**src/rtl/add64_seq16_pkg.sv**
```systemverilog
// Shared arithmetic definitions for the sequential wide adder.
//  - state_t  : controller state encoding (2-bit)
//  - SLICE_W  : width of the slice the block CLA works on
//  - gp_merge : combine a high and a low generate/propagate pair into one group pair
package arith_defs;

  localparam int SLICE_W = 16;

  typedef enum logic [1:0] {
    ST_IDLE = 2'd0,
    ST_RUN  = 2'd1,
    ST_FIN  = 2'd2
  } state_t;

  // {G, P} of the concatenated group (hi above lo).
  function automatic logic [1:0] gp_merge(input logic g_hi, input logic p_hi,
                                          input logic g_lo, input logic p_lo);
    return {g_hi | (p_hi & g_lo), p_hi & p_lo};
  endfunction

endpackage

```
**src/rtl/add64_seq16_cla.sv**
```systemverilog
// cla16: 16-bit two-level block carry-lookahead adder.
//  Four 4-bit lookahead groups; a second lookahead level generates the group
//  carry-ins directly from cin. Exports block generate/propagate so the caller
//  forms the carry-out as g | (p & cin).
// Ports:
//  a, b  in  16  addends
//  cin   in  1   carry in
//  sum   out 16  a + b + cin (mod 2^16)
//  g, p  out 1   block generate / propagate
module cla16
  import arith_defs::*;
(
  input  logic [15:0] a,
  input  logic [15:0] b,
  input  logic        cin,
  output logic [15:0] sum,
  output logic        g,
  output logic        p
);

  logic [15:0] bg;   // bit generate
  logic [15:0] bp;   // bit propagate
  logic [15:0] c;    // carry into each bit
  logic [3:0]  gg;   // group generate
  logic [3:0]  gpr;  // group propagate
  logic [3:0]  gc;   // carry into each group

  assign bg = a & b;
  assign bp = a ^ b;

  for (genvar k = 0; k < 4; k++) begin : g_grp
    logic [3:0] lg, lp;
    assign lg = bg[4*k +: 4];
    assign lp = bp[4*k +: 4];

    assign gg[k]  = lg[3]
                  | (lp[3] & lg[2])
                  | (lp[3] & lp[2] & lg[1])
                  | (lp[3] & lp[2] & lp[1] & lg[0]);
    assign gpr[k] = &lp;

    assign c[4*k]   = gc[k];
    assign c[4*k+1] = lg[0] | (lp[0] & gc[k]);
    assign c[4*k+2] = lg[1] | (lp[1] & lg[0]) | (lp[1] & lp[0] & gc[k]);
    assign c[4*k+3] = lg[2] | (lp[2] & lg[1]) | (lp[2] & lp[1] & lg[0])
                    | (lp[2] & lp[1] & lp[0] & gc[k]);
  end

  // Second-level lookahead: group carries straight from cin, no inter-group ripple.
  assign gc[0] = cin;
  assign gc[1] = gg[0] | (gpr[0] & cin);
  assign gc[2] = gg[1] | (gpr[1] & gg[0]) | (gpr[1] & gpr[0] & cin);
  assign gc[3] = gg[2] | (gpr[2] & gg[1]) | (gpr[2] & gpr[1] & gg[0])
               | (gpr[2] & gpr[1] & gpr[0] & cin);

  // Block G/P as a balanced merge tree.
  logic [1:0] gp_lo, gp_hi, gp_all;
  assign gp_lo  = gp_merge(gg[1], gpr[1], gg[0], gpr[0]);
  assign gp_hi  = gp_merge(gg[3], gpr[3], gg[2], gpr[2]);
  assign gp_all = gp_merge(gp_hi[1], gp_hi[0], gp_lo[1], gp_lo[0]);
  assign g      = gp_all[1];
  assign p      = gp_all[0];

  assign sum = bp ^ c;

endmodule

```
**src/rtl/add64_seq16.sv**
```systemverilog
// add64_seq16: multi-cycle WIDTH-bit adder/subtractor built around one cla16.
//  One 16-bit slice per clock, LSB slice first; a carry flop links slices.
//  start accepted in IDLE only; done pulses one cycle with Sum/Cout/Ovf valid.
//  Latency: accept edge + NCHUNK RUN edges + 1 FIN edge -> done.
// Ports:
//  clk, reset   clock (rising), asynchronous active-high reset
//  start        request, ignored while busy
//  sub          0: A+B+Cin, 1: A-B
//  Cin          carry in (ignored when sub=1)
//  A, B         operands, sampled on accepted start
//  Sum          result, held until next accepted start (updated slice-wise during RUN)
//  Cout         carry out of MSB (sub: 1 = no borrow)
//  Ovf          signed overflow
//  busy         state != IDLE
//  done         one-cycle result-valid pulse
// WIDTH must be a multiple of 16 and at least 32.
module add64_seq16
  import arith_defs::*;
#(
  parameter int WIDTH = 64
) (
  input  logic             clk,
  input  logic             reset,
  input  logic             start,
  input  logic             sub,
  input  logic             Cin,
  input  logic [WIDTH-1:0] A,
  input  logic [WIDTH-1:0] B,
  output logic [WIDTH-1:0] Sum,
  output logic             Cout,
  output logic             Ovf,
  output logic             busy,
  output logic             done
);

  localparam int NCHUNK = WIDTH / SLICE_W;
  localparam int CNT_W  = (NCHUNK > 1) ? $clog2(NCHUNK) : 1;

  state_t             state, state_nx;
  logic [CNT_W-1:0]   cnt;
  logic [WIDTH-1:0]   a_r, b_r;
  logic               carry;
  logic               last;

  logic [SLICE_W-1:0] sl_a, sl_b, sl_sum;
  logic               sl_g, sl_p;

  assign last = (cnt == CNT_W'(NCHUNK - 1));
  assign busy = (state != ST_IDLE);

  // Slice select: indexed part-select on the latched operands.
  assign sl_a = a_r[cnt*SLICE_W +: SLICE_W];
  assign sl_b = b_r[cnt*SLICE_W +: SLICE_W];

  cla16 u_cla (
    .a   (sl_a),
    .b   (sl_b),
    .cin (carry),
    .sum (sl_sum),
    .g   (sl_g),
    .p   (sl_p)
  );

  always_ff @(posedge clk or posedge reset) begin
    if (reset) state <= ST_IDLE;
    else       state <= state_nx;
  end

  always_comb begin
    state_nx = state;
    unique case (state)
      ST_IDLE: if (start) state_nx = ST_RUN;
      ST_RUN:  if (last)  state_nx = ST_FIN;
      ST_FIN:             state_nx = ST_IDLE;
      default:            state_nx = ST_IDLE;
    endcase
  end

  always_ff @(posedge clk or posedge reset) begin
    if (reset) begin
      a_r   <= '0;
      b_r   <= '0;
      carry <= 1'b0;
      cnt   <= '0;
      Sum   <= '0;
      Cout  <= 1'b0;
      Ovf   <= 1'b0;
      done  <= 1'b0;
    end else begin
      done <= 1'b0;
      unique case (state)
        ST_IDLE: begin
          if (start) begin
            // Subtract as A + ~B + 1; inversion uses sub as sampled here.
            a_r   <= A;
            b_r   <= B ^ {WIDTH{sub}};
            carry <= sub | Cin;
            cnt   <= '0;
          end
        end
        ST_RUN: begin
          Sum[cnt*SLICE_W +: SLICE_W] <= sl_sum;
          carry <= sl_g | (sl_p & carry);
          // Hold on the last slice so cnt never wraps.
          if (!last) cnt <= cnt + 1'b1;
        end
        ST_FIN: begin
          Cout <= carry;
          // b_r already holds ~B for subtract, so one rule covers both ops.
          Ovf  <= (a_r[WIDTH-1] == b_r[WIDTH-1]) & (Sum[WIDTH-1] != a_r[WIDTH-1]);
          done <= 1'b1;
        end
        default: ;
      endcase
    end
  end

endmodule
```
**config.mk**
```make
export PLATFORM = sky130hd
export DESIGN_NAME = add64_seq16
export DESIGN_NICKNAME = d
export VERILOG_FILES = /design/src/rtl/add64_seq16_pkg.sv /design/src/rtl/add64_seq16_cla.sv /design/src/rtl/add64_seq16.sv
export SDC_FILE = /design/constraint.sdc
export NUM_CORES = 1
export LEC_CHECK = 0
export BUFFER_PORTS_ARGS = -buffer_cell sky130_fd_sc_hd__buf_2
export CAP_MARGIN = 20
export CORE_MARGIN = 2
export CORE_UTILIZATION = 35
export CTS_CLUSTER_DIAMETER = 30
export DETAILED_ROUTE_END_ITERATION = 10
export SYNTH_ARGS = -nofsm -noshare
export SYNTH_HDL_FRONTEND = slang
export SYNTH_SLANG_ARGS = --single-unit
```
**constraint.sdc**
```tcl
create_clock -name clk -period 6.5 [get_ports clk]
set_input_delay 0 -clock clk [delete_from_list [all_inputs] [get_ports clk]]
set_output_delay 0 -clock clk [all_outputs]
set_load 0.01 [all_outputs]
```
==> flow_summary.yaml, run 1 <==
critical_path:
  worst_setup_path_end_kind: "flip-flop"
  cp_num_buf_inv: 2
  cp_slowest_cell: "dfrtp_2"
  crit_fanout: 25
  worst_path_largest_cell_delay_ps: 910
  path_delay_family: "compound AO/OA/AOI/OAI gates"
  cp.required_ps: 6800
  cp.depth: 11
  crit_arrival_ps: 4560
  path_common_cell: "a21oi_2"
  r2r_setup_slack_ps: 2240
  worstPathCellList: "buf_4, mux4_2, ha_1, a21o_1, a21oi_2, a21oi_2, o21ai_2, inv_1, fa_1, xnor2_1, o21ai_0"
  worstSetupPathType: "flip-flop to flip-flop"
  r2r_cells: 11
  start_kind: "flip-flop"
detailed_routing:
  post_drt_via_cell_ratio: 4.98
  wl_mm: 26.1
  drt-wirelength-per-cell_um: 18.2
  antenna_left: 0
  post-route-drc-count: 0
  drtPass1Iterations: 4
  drt-initial-drc-count: 435
  vias: 7161
power:
  p_int_mw: 3.95
  power_density_nw_per_um2: 561
  ir_drop_v: 0.000485
  power.switching_mw: 3.16
  p_comb_frac: 0.548
  finalPower_mw: 7.11
  sw_frac_of_total: 0.445
  power_frac_seq: 0.307
  clkPwrFrac: 0.145
  p_leak_nw: 5.66
global_route:
  antenna_found_initial: 0
  grt_pass1_wl_mm: 40.7
  overflow: 0
  grt_pass1_vias: 7270
  track_usage: 0.186
  grt_start_max_net_pins: 193
final_layout:
  fillers: 2429
  area.sequential_um2: 5010
  multi_input_area_um2: 4270
  antenna_cells: 0
  nets: 1242
  drive_gt1_frac: 0.326
  area_delta_synth_final_pct: 33.6
timing:
  setup_violations: 0
  tightestPinTransition_ps: 1020
  slew_headroom: 0.320
  rsz0062_at_grt: "no"
  slew_violations: 0
  fin_skew_ps: 12.9
  fmax_mhz: 235
  finalHoldViolCount: 0
  tns_ps: 0
  whs_ps: 45.0
  layout_min_cycle_time_ps: 4260
  min_period_over_period: 0.656
  finalWorstSetupSlack_ps: 2240
min_path:
  hold_class: "primary input to flip-flop"
  holdPathStages: 5
clock_network:
  cts_num_sinks: 200
  clk_pin_slew_worst_paths_ps: 80
  cts_root_buffer: "clkbuf_16"
  cts_tree: "yes"
  cts_hold_buffers: 130
  cts_max_path_buffers: 2
  post-cts-setup-buffers: 0
  clk_latency_ps: 440
  cts-buffers-inserted: 17
  postCtsResizedCells: 0
  ctsHtreeMaxLevel: 4
yosys:
  synth-edff-count: 0
  synth.distinct_cells: 52
  synth_warnings: 0
  syn_nets: 933
  synth_area_um2: 9490
  synth-main-ff-cell: "dfrtp_1"
  ys_seq_elements: 200
  synth_area_per_cell_um2: 12.3
  async_flop_share: 1.00
  yosysSeqAreaShare: 0.527
  syn_inst: 774
floorplanning:
  die-width_um: 169
  core_area_um2: 26800
  dieHeight_um: 169
  start_util: 0.354
  io_pins: 201
  placement_rows: 60
  die-area_um2: 28500
placement:
  gp_congestion: 0.809
  dp_slack_ps: 2160
  hpwl_mm: 17.7
  io_buffers: 200
run:
  max-cap-violations: 0
run_status:
  status: "complete, no violations"
per-layer routing:
layer	GRT usage	vias to the layer above	routed length (um)
li1	-	3400	-
met4	0.0491	0	354
met5	0	-	0
met3	0.0304	26	976
met1	0.248	3559	11800
met2	0.316	176	13000
path summary, 6_finish.rpt:
check	startpoint	endpoint
worst min register to register	Sum[17]	Sum[17]
worst max register to register	cnt[0]	Sum[13]
worst max-delay path	cnt[0]	Sum[13]
max in group asynchronous	reset	a_r[27]
worst min-delay path	Cin	carry
min in group asynchronous	reset	Sum[10]
synth_stat cells, drive strengths merged, types with 3 or more instances:
cell      n  area [um^2]
or4       5         41.3
buf      23          109
xnor2    70          613
fa        4         80.1
nand4     9         56.3
clkbuf   23         86.3
nand2    33          136
mux2     66          743
inv      10         37.5
mux4     32          721
a21oi    77          393
a22o     39          342
o211ai    5         37.5
nor3      5         30.0
o21ai    30          154
nor2     80          300
a21o      4         30.0
or3       3         28.8
dfrtp   200         5000
or2       3         18.8
ha       22          275
nand2b    4         25.0
a32o      4         40.0
sequential cells by signal (all words and copies together), names as in the netlist:
signal,cells
Sum,64
a_r,64
b_r,64
cnt,2
state,2
Cout,1
Ovf,1
carry,1
done,1
stage by stage:
stage | utilization | area, um^2 | cells
after floorplan | - | 9490 | 774
after global placement | 0.403 | 10800 | 1275
after detailed placement | 0.403 | 10800 | 1275
after CTS | 0.473 | 12700 | 1437
after global routing | 0.473 | 12700 | 1437
final | 0.473 | 12700 | 1437
logic make-up after synthesis:
logic type | synth area share
AOI/OAI and AO/OA | 0.114
muxes | 0.155
and+or+nand+nor | 0.0761
buffers and inverters | 0.0245
xor gates and xnor gates | 0.0655
DFF | 0.527
adders and majority gates | 0.0374
tightest hold or removal path, stage by stage:
cell and delay [ps]:
buf_2 80, nor3_1 40, a21oi_1 130, o21ai_0 80
nor2_1 110
power groups by stage:
stage	sequential [mW]	clock [mW]	combinational (mW)
detailed placement	2.23	0	3.82
floorplan	2.08	0	2.73
global placement	2.21	0	3.76
CTS	2.20	1.06	3.90
global route	2.27	1.11	4.27
finish	2.18	1.03	3.89
area by class of cell:
| class | count | share of cell area |
|---|---|---|
| clock buffers | 17 | 0.0336 |
| clock inverters | 15 | 0.0110 |
| inverters | 10 | 0.00355 |
| multi-input cells | 518 | 0.337 |
| flip-flops and latches | 200 | 0.395 |
| well taps | 341 | 0.0337 |
| repair buffers | 336 | 0.186 |
cell usage in the layout (no fill, tap or decap), types with 2 or more instances in the layout:
cell type	n
nor3_2	2
a21o_1	4
or2_2	3
o21ai_1	2
or4_1	4
and2_1	2
mux4_2	32
nand2_2	2
inv_8	5
o211ai_1	5
clkinv_4	2
a21oi_1	75
a22o_1	39
buf_2	199
nor2b_1	2
inv_6	4
ha_1	22
nor3_1	3
xnor2_1	70
or3_4	2
dfrtp_2	2
a21oi_2	2
clkinv_2	2
nor2_1	79
clkbuf_16	17
o21a_1	2
o21ai_0	27
a32o_1	4
mux2_2	66
fa_1	4
nand2_1	30
dlygate4sd3_1	130
dfrtp_1	198
buf_4	6
nand2b_1	4
inv_1	9
nand4_1	9
clkinvlp_4	2
nand4b_1	2
Power figures use the tool's default switching activity.
==> run 2: changes to the inputs <==
--- a/config.mk
+++ b/config.mk
@@ -5,6 +5,7 @@
 export SDC_FILE = /design/constraint.sdc
 export NUM_CORES = 1
 export LEC_CHECK = 0
+export ABC_AREA = 1
 export BUFFER_PORTS_ARGS = -buffer_cell sky130_fd_sc_hd__buf_2
 export CAP_MARGIN = 20
 export CORE_MARGIN = 2
==> constraint.sdc (replaced) <==
create_clock -name clk -period 4 [get_ports clk]
set_input_delay 0 -clock clk [delete_from_list [all_inputs] [get_ports clk]]
set_output_delay 0 -clock clk [all_outputs]
set_load 0.01 [all_outputs]
==> run 2 against run 1 <==
  * Critical path depth grew 3
  * Worst setup slack lost 1600 ps
  * Global-route usage grew 2.1 points
  * Total power grew 51%
  * Fmax grew 27%
  * Sequential power grew 57%
  * Via count grew 21%
  * First-iteration DRC count grew 52%
  * Largest power group unchanged
  * Flip-flop and latch count is the same
==> flow_summary.yaml, run 2 <==
timing:
  slew_violations: 0
  fin_skew_ps: 11.2
  slew_headroom: 0.340
  finalHoldViolCount: 0
  rsz0062_at_grt: "no"
  tightestPinTransition_ps: 991
  tns_ps: 0
  whs_ps: 138
  min_period_over_period: 0.836
  layout_min_cycle_time_ps: 3350
  fmax_mhz: 299
  finalWorstSetupSlack_ps: 654
  setup_violations: 0
global_route:
  overflow: 0
  grt_start_max_net_pins: 123
  track_usage: 0.207
  grt_pass1_vias: 8544
  antenna_found_initial: 0
  grt_pass1_wl_mm: 46.0
power:
  p_leak_nw: 6.48
  finalPower_mw: 10.7
  power_density_nw_per_um2: 833
  ir_drop_v: 0.000463
clock_network:
  cts_num_sinks: 200
  ctsHtreeMaxLevel: 4
  postCtsResizedCells: 0
  cts-buffers-inserted: 17
  cts_hold_buffers: 130
  clk_latency_ps: 430
  cts_root_buffer: "clkbuf_16"
  post-cts-setup-buffers: 0
  clk_pin_slew_worst_paths_ps: 80
  cts_tree: "yes"
  cts_max_path_buffers: 2
yosys:
  synth-edff-count: 0
  synth_area_um2: 9690
  yosys-top-cells-count: "nand2_1 (395), dfrtp_1 (200), o21ai_0 (148), nor2_1 (81), xnor2_1 (67)"
  yosys.cell_count.top_type: "nand2_1"
  yosysSeqAreaShare: 0.516
  post-synth-top-area-cell: "dfrtp_1"
  syn_nets: 1294
  synth.area.top_cells: "dfrtp_1 (52%), nand2_1 (15%), o21ai_0 (7.6%)"
  async_flop_share: 1.00
  syn_inst: 1135
  synth_area_per_cell_um2: 8.54
  synth_top_cell_area_share: 0.516
  synth.distinct_cells: 38
  synth_warnings: 0
  ys_seq_elements: 200
  synth-main-ff-cell: "dfrtp_1"
detailed_routing:
  drt-wirelength-per-cell_um: 16.1
  antenna_left: 0
  post-route-drc-count: 0
  drtPass1Iterations: 6
  wl_mm: 29.3
  drt-initial-drc-count: 662
  post_drt_via_cell_ratio: 4.79
  vias: 8699
floorplanning:
  core_area_um2: 27100
  start_util: 0.358
  dieHeight_um: 170
  die-area_um2: 29000
  placement_rows: 60
  die-width_um: 170
  io_pins: 201
critical_path:
  cp_slowest_cell: "buf_4"
  worst_path_largest_cell_delay_ps: 550
  r2r_cells: 14
  start_kind: "flip-flop"
  cp.required_ps: 4320
  worstPathCellList: "buf_4, nand2_1, a32oi_1, ha_1, nand2_1, nand2_1, nand3_1, nand2_2, nand2_1, nand2_2, fa_1, xnor2_1, nor2_1, a22o_1"
  crit_fanout: 62
  path_common_cell: "nand2_1"
  worst_setup_path_end_kind: "flip-flop"
  crit_arrival_ps: 3670
  cp.depth: 14
  worstSetupPathType: "flip-flop to flip-flop"
  cp_num_buf_inv: 1
  path_delay_family: "simple AND/OR/NAND/NOR gates"
final_layout:
  antenna_cells: 0
  area_delta_synth_final_pct: 32.9
  biggestRegsByFlops: "Sum (64), a_r (64), b_r (64)"
  mostFrequentLayoutCells: "nand2_1 (394), dfrtp_1 (199), buf_2 (199), o21ai_0 (148), dlygate4sd3_1 (130)"
  drive_gt1_frac: 0.184
  layout_commonest_cell: "nand2_1"
  stdcell_count: 1817
  nets: 1591
run_status:
  status: "complete, no violations"
placement:
  io_buffers: 200
  gp_congestion: 0.825
  hpwl_mm: 20.1
  dp_slack_ps: 651
  place_inst: 1655
run:
  max-cap-violations: 0
min_path:
  holdPathStages: 4
  hold_class: "primary input to flip-flop"
-- run 2: worst paths after layout --
check	to	slack, ps	startpoint
worst max-delay path	Sum[41]	650	cnt[0]
worst min-delay path	b_r[45]	140	start
worst max register to register	Sum[41]	650	cnt[0]
worst min register to register	a_r[19]	480	a_r[19]
max in group asynchronous	a_r[21]	2870	reset
min in group asynchronous	Sum[53]	280	reset
-- run 2: layout make-up --
cell class | instances | area [um^2]
inverter | 41 | 160
sequential | 200 | 5010
tap | 372 | 465
fill | 2610 | 14200
timing repair buffer | 342 | 2410
multi-input combinational | 830 | 4250
clock inverter | 14 | 165
clock buffer | 18 | 429
-- run 2: power breakdown --
group / switching (mW) / total, mW / internal [mW]
registers: 0.554 / 3.42 / 2.86
logic: 3.67 / 5.55 / 1.89
clock network: 0.826 / 1.77 / 0.942
-- run 2: per-stage QoR --
stage | util | instance area (um^2)
3_5_place_dp | 0.405 | 11000
6_report | 0.475 | 12900
5_1_grt | 0.475 | 12900
4_1_cts | 0.475 | 12900
3_3_place_gp | 0.405 | 11000
2_1_floorplan | - | 9690
-- run 2: routing by layer --
metal,wire length [um],up-vias,track usage
li1,-,4278,-
met3,1410,35,0.0398
met4,533,0,0.0509
met1,13200,4131,0.272
met5,0,-,0
met2,14200,255,0.351
-- run 2: cells by family (layout without fill, tap and decap cells) --
kind of cell,after synthesis,count (layout),synth area share
simple gates,521,521,0.216
compound gates,215,215,0.124
xor+xnor,68,68,0.0615
flops,200,200,0.516
fa+ha+maj,26,26,0.0367
buf+inv,105,415,0.0458
-- run 2: worst min-delay path, stage by stage --
cell,delay [ps]
buf_2,100
nand2_4,240
nand2_1,120
o21ai_0,70
